**src/rtl/dsp_result_shaper.sv**
```systemverilog
// Shapes signed DSP P results (round, shift, saturate/wrap) into a narrow fabric word and
// buffers them in a credit-throttled FIFO, so results are never dropped under backpressure.
module dsp_result_shaper #(
    parameter int unsigned P_W     = 40,
    parameter int unsigned LATENCY = 1,
    parameter int unsigned SHIFT   = 0,
    parameter int unsigned OUT_W   = 18,
    parameter int unsigned SAT     = 1,
    parameter int unsigned DEPTH   = 4
) (
    input  logic                   clk,
    input  logic                   rst,
    input  logic                   issue_valid,
    output logic                   issue_ready,
    input  logic [P_W-1:0]         p,
    output logic [OUT_W-1:0]       out_data,
    output logic                   out_valid,
    input  logic                   out_ready,
    output logic                   ovf,
    input  logic                   clr_ovf,
    output logic [$clog2(DEPTH):0] level
);

    localparam int unsigned AW = $clog2(DEPTH);
    localparam int unsigned CW = AW + 1;
    localparam int unsigned W  = P_W + 1;

    localparam logic [CW-1:0]    DEPTH_C = DEPTH[CW-1:0];
    localparam logic [W-1:0]     HALF    = ({{(W-1){1'b0}}, 1'b1} << SHIFT) >> 1;
    localparam logic [OUT_W-1:0] OUT_MAX = {1'b0, {(OUT_W-1){1'b1}}};
    localparam logic [OUT_W-1:0] OUT_MIN = {1'b1, {(OUT_W-1){1'b0}}};

    logic              accept;
    logic              tag_out;
    logic              push;
    logic              pop;
    logic [CW:0]       outstanding;
    logic [CW-1:0]     inflight_q, inflight_d;
    logic [CW-1:0]     level_q, level_d;
    logic [AW-1:0]     wr_ptr_q, rd_ptr_q;
    logic [OUT_W-1:0]  mem_q [DEPTH];
    logic              ovf_q, ovf_d;

    logic signed [W-1:0] ext, rnd, shf;
    logic [W-OUT_W:0]    hi;
    logic                fits;
    logic [OUT_W-1:0]    shaped;

    // Credits cover both results still inside the DSP and results already buffered.
    assign outstanding = {1'b0, inflight_q} + {1'b0, level_q};
    assign issue_ready = !rst && (outstanding < {1'b0, DEPTH_C});
    assign accept      = issue_valid && issue_ready;

    generate
        if (LATENCY == 0) begin : g_lat0
            assign tag_out = accept;
        end else begin : g_tag_pipe
            logic [LATENCY-1:0] tag_q;
            always_ff @(posedge clk) begin
                if (rst) begin
                    tag_q <= '0;
                end else begin
                    tag_q[0] <= accept;
                    for (int i = 1; i < LATENCY; i++) begin
                        tag_q[i] <= tag_q[i-1];
                    end
                end
            end
            assign tag_out = tag_q[LATENCY-1];
        end
    endgenerate

    // Round half up, arithmetic shift, then check the upper bits are pure sign extension.
    always_comb begin
        ext    = $signed({p[P_W-1], p});
        rnd    = ext + $signed(HALF);
        shf    = rnd >>> SHIFT;
        hi     = shf[W-1:OUT_W-1];
        fits   = (&hi) | ~(|hi);
        shaped = shf[OUT_W-1:0];
        if ((SAT != 0) && !fits) begin
            shaped = shf[W-1] ? OUT_MIN : OUT_MAX;
        end
    end

    assign push = tag_out;
    assign pop  = out_valid && out_ready;

    always_comb begin
        inflight_d = inflight_q;
        if (accept && !tag_out) begin
            inflight_d = inflight_q + 1'b1;
        end else if (!accept && tag_out) begin
            inflight_d = inflight_q - 1'b1;
        end

        level_d = level_q;
        if (push && !pop) begin
            level_d = level_q + 1'b1;
        end else if (pop && !push) begin
            level_d = level_q - 1'b1;
        end

        ovf_d = ovf_q;
        if (push && !fits) begin
            ovf_d = 1'b1;
        end else if (clr_ovf) begin
            ovf_d = 1'b0;
        end
    end

    always_ff @(posedge clk) begin
        if (rst) begin
            inflight_q <= '0;
            level_q    <= '0;
            wr_ptr_q   <= '0;
            rd_ptr_q   <= '0;
            ovf_q      <= 1'b0;
        end else begin
            inflight_q <= inflight_d;
            level_q    <= level_d;
            ovf_q      <= ovf_d;
            if (push) begin
                wr_ptr_q <= wr_ptr_q + 1'b1;
            end
            if (pop) begin
                rd_ptr_q <= rd_ptr_q + 1'b1;
            end
        end
    end

    // Storage needs no reset; validity is tracked by level_q.
    always_ff @(posedge clk) begin
        if (!rst && push) begin
            mem_q[wr_ptr_q] <= shaped;
        end
    end

    assign out_valid = !rst && (level_q != '0);
    assign out_data  = out_valid ? mem_q[rd_ptr_q] : '0;
    assign ovf       = !rst && ovf_q;
    assign level     = rst ? '0 : level_q;

    a_no_write_when_full : assert property (@(posedge clk) disable iff (rst)
        push |-> (level_q < DEPTH_C));

endmodule

```
**config.mk**
```make
export PLATFORM = sky130hd
export DESIGN_NAME = dsp_result_shaper
export DESIGN_NICKNAME = d
export VERILOG_FILES = /design/src/rtl/dsp_result_shaper.sv
export SDC_FILE = /design/constraint.sdc
export NUM_CORES = 1
export LEC_CHECK = 0
export ABC_AREA = 0
export CAP_MARGIN = 0
export CORE_UTILIZATION = 47
export CTS_BUF_LIST = sky130_fd_sc_hd__clkbuf_16
export DETAILED_ROUTE_END_ITERATION = 8
export PLACE_DENSITY = 0.83
export SKIP_LAST_GASP = 1
export SYNTH_ARGS = -nofsm -noshare
export SYNTH_HDL_FRONTEND = slang
export SYNTH_SLANG_ARGS = --single-unit
```
**constraint.sdc**
```tcl
create_clock -name clk -period 2.5 [get_ports clk]
set_input_delay 0.5 -clock clk [delete_from_list [all_inputs] [get_ports clk]]
set_output_delay 0.5 -clock clk [all_outputs]
set_load 0.03 [all_outputs]
```
==> flow_summary.yaml <==
worst_setup_path:
  endpoint_kind: "flop"
  r2r_cells: 10
  crit_required_ns: 2.77
  regToRegSetupSlack_ns: -0.09
  r2r_start: "level_q[2]$_SDFFE_PP0P_"
  worst-path-max-fanout: 4
  r2r_end: "inflight_q[2]$_SDFFE_PP0P_"
  crit_type: "flop to flop"
  start_kind: "flop"
  arrival_ns: 2.86
clock_tree:
  cts_root_buf: "clkbuf_16"
  clock-sinks: 86
  h-tree-depth: 3
  clock_latency_ns: 0.34
  clk_pin_slew_ns: 0.07
  cts_buffer_depth: 2
  ctsHoldBuffers: 0
  cts_inserted_buffers: 9
  cts_tree: "done"
layout:
  area_delta_synth_final_pct: 35.5
  fin_nets: 396
  diodes: 0
  num-fill-cells: 551
  drive_above_1_share_pct: 29.2
  stdcell_area_um2: 5200
  stdcell_count: 448
timing:
  worst_hold_slack_ns: 0.543
  worstMarginPinSlew_ns: 0.375
  slew_viol_final: 0
  hold_viol: 0
  setup_tns_ns: -0.0927
  slew_headroom_pct: 74.3
  fin_crit_sh_pct: 104
  min_period_ns: 2.59
  skew_ns: 0.00800
  rsz0062_at_grt: "true"
  setup_ws_ns: -0.0927
  setup_viol: 1
  max_freq_mhz: 386
die:
  core_um2: 7810
  dieHeight_um: 92.4
  num_rows: 32
  io_pins: 69
  die_x_um: 92.4
  start_util_pct: 49.2
  dieArea_um2: 8530
grt:
  antenna_found_initial: 0
  grt.busiest_layer: "met2"
  grt.met3_usage_pct: 2.79
  gr-usage-met1_pct: 22.1
  use_met2_pct: 33.3
  grt_pass1_vias: 2432
  grt_max_degree: 22
  grt_pass1_wl_um: 11700
  overflow: 0
  grt_use_total_pct: 18.8
pwr:
  cellPowerDensity_nw_per_um2: 913
  vdd_drop_max_mv: 0.424
  leakage_uw: 0.00204
  finalPower_uw: 4750
detailed_routing:
  drt-pass1-iter-count: 6
  remaining_drc_errors: 0
  drt_iter0_markers: 104
  via_per_inst: 5.15
  wire_per_inst_um: 16.3
  ant_nets: 0
  routed_wl_um: 7290
  dr_total_vias: 2308
status:
  violations: "negative setup slack"
  status: "complete, but fails checks"
flow_run:
  drv_cap: 0
place:
  portBuffers: 68
  place.gp.congestion: 0.703
  placed_cells: 425
  hpwl_um: 4760
  dpl_cell_area_um2: 4770
yosys:
  ys_types: 36
  async_flop_share_pct: 0
  synth_top_cell_area_share_pct: 56.3
  synth_area_leaders: "edfxtp_1 56%, mux4_2 11%, dfxtp_1 7.3%"
  synth_enable_flop_cells: 72
  syn_avg_cell_area_um2: 15.8
  synth_area_um2: 3840
  synth_cells: 243
  ys_seq_area_share_pct: 63.6
  synth_ff_type: "edfxtp_1"
  synth-seq-cells: 86
  post-synth-top-area-cell: "edfxtp_1"
  syn_nets: 298
  synth_warnings: 0
worst_hold_path:
  hp-start: "level_q[2]$_SDFFE_PP0P_"
  hold_path.class: "flop to flop"
  hold_depth: 2
  whs_endpoint: "level_q[2]$_SDFFE_PP0P_"
==> Yosys cell counts, types with 2 or more instances <==
cell type and count:
a21oi_1 2, and2_1 6, buf_2 2, buf_6 2, clkbuf_1 3, dfxtp_1 14
edfxtp_1 72, fa_1 2, ha_1 8, inv_1 24, mux2i_1 20, mux4_2 18
nand4_1 5, nor2_1 11, nor2b_1 22, nor4_1 5, o21ai_0 2, or3_1 2
xor2_1 6
==> report_power, final <==
group | switching [µW] | total [µW] | internal, µW | leakage, µW
registers | 93.6 | 1770 | 1680 | 0.000765
clock network | 538 | 1310 | 776 | 0.000146
logic | 788 | 1660 | 875 | 0.00113
==> critical path: stages, from the launching register on <==
cell     delay, ns
dfxtp_4       0.36
ha_4          0.21
or4_4         0.49
a31oi_4       0.16
and2_4        0.17
ha_4          0.12
inv_1         0.05
fa_2          0.33
xor2_1        0.16
or3_1         0.35
a21oi_1       0.13
==> layout make-up <==
| class | instances | area (µm²) | share of cell area [%] |
|---|---|---|---|
| clock inverters | 7 | 73.8 | 1.42 |
| clock buffers | 9 | 225 | 4.33 |
| multi-input cells | 122 | 1280 | 24.6 |
| repair buffers | 98 | 956 | 18.4 |
| inverters | 24 | 90.1 | 1.73 |
| well taps | 102 | 128 | 2.45 |
| flip-flops and latches | 86 | 2450 | 47.1 |
==> logic make-up (layout without fill, tap and decap cells) <==
| family | count (synthesis) | count (layout) | share of synthesized area [%] |
|---|---|---|---|
| flops | 86 | 86 | 63.6 |
| simple gates | 58 | 58 | 9.22 |
| mux | 38 | 38 | 15.8 |
| buf+inv | 35 | 138 | 4.43 |
| fa+ha+maj | 10 | 10 | 3.65 |
| compound gates | 9 | 9 | 1.70 |
| xor+xnor | 7 | 7 | 1.60 |
==> repair_timing <==
item                       in CTS  in global routing
pin swaps                       4                  5
setup buffers                   3                  2
gates cloned                    2                  0
setup endpoints to repair      21                 14
gates resized for setup         5                  4
==> state kept, by name, summed over array words and instances, names as in the netlist, named ones only <==
name and cells:
mem_q 72, inflight_q 3, level_q 3, rd_ptr_q 2, wr_ptr_q 2, g_tag_pipe.tag_q 1, ovf_q 1
==> how the worst max path moves through the flow <==
stage / startpoint / to / slack, ns / cells after the start
final: level_q[2]$_SDFFE_PP0P_ / inflight_q[2]$_SDFFE_PP0P_ / -0.09 / 10
after global placement: rst / inflight_q[2]$_SDFFE_PP0P_ / -0.43 / 10
after CTS: level_q[2]$_SDFFE_PP0P_ / inflight_q[2]$_SDFFE_PP0P_ / -0.15 / 10
after global routing: inflight_q[1]$_SDFFE_PP0P_ / inflight_q[2]$_SDFFE_PP0P_ / -0.17 / 10
after floorplan: rst / inflight_q[2]$_SDFFE_PP0P_ / -0.15 / 9
after detailed placement: rst / inflight_q[2]$_SDFFE_PP0P_ / -0.52 / 10
==> metrics by stage <==
| step | setup WS [ns] | utilization, % |
|---|---|---|
| final | -0.0927 | 66.6 |
| after global routing | -0.171 | 66.6 |
| after floorplan | -0.154 | - |
| after CTS | -0.151 | 66.3 |
| after detailed placement | -0.524 | 61.1 |
| after global placement | -0.425 | 61.1 |
==> layout by cell type (no fill, tap or decap), types with 5 or more instances in the layout <==
master           netlist  routed
edfxtp_1              72      72
buf_4                  1      46
clkdlybuf4s50_1        0      43
inv_1                 24      24
nor2b_1               22      22
mux2i_1               20      20
mux4_2                18      18
dfxtp_1               14      12
nor2_1                11      11
clkbuf_16              0       9
xor2_1                 6       6
ha_1                   8       6
nor4_1                 5       5
nand4_1                5       5
and2_1                 6       5
buf_12                 1       5
==> metal layers <==
layer  up-vias  wire length (µm)
met5         -                 0
met2        74              3800
met3        11               330
met1      1116              3020
met4         0               143
li1       1107                 -
Power figures use the tool's default switching activity.
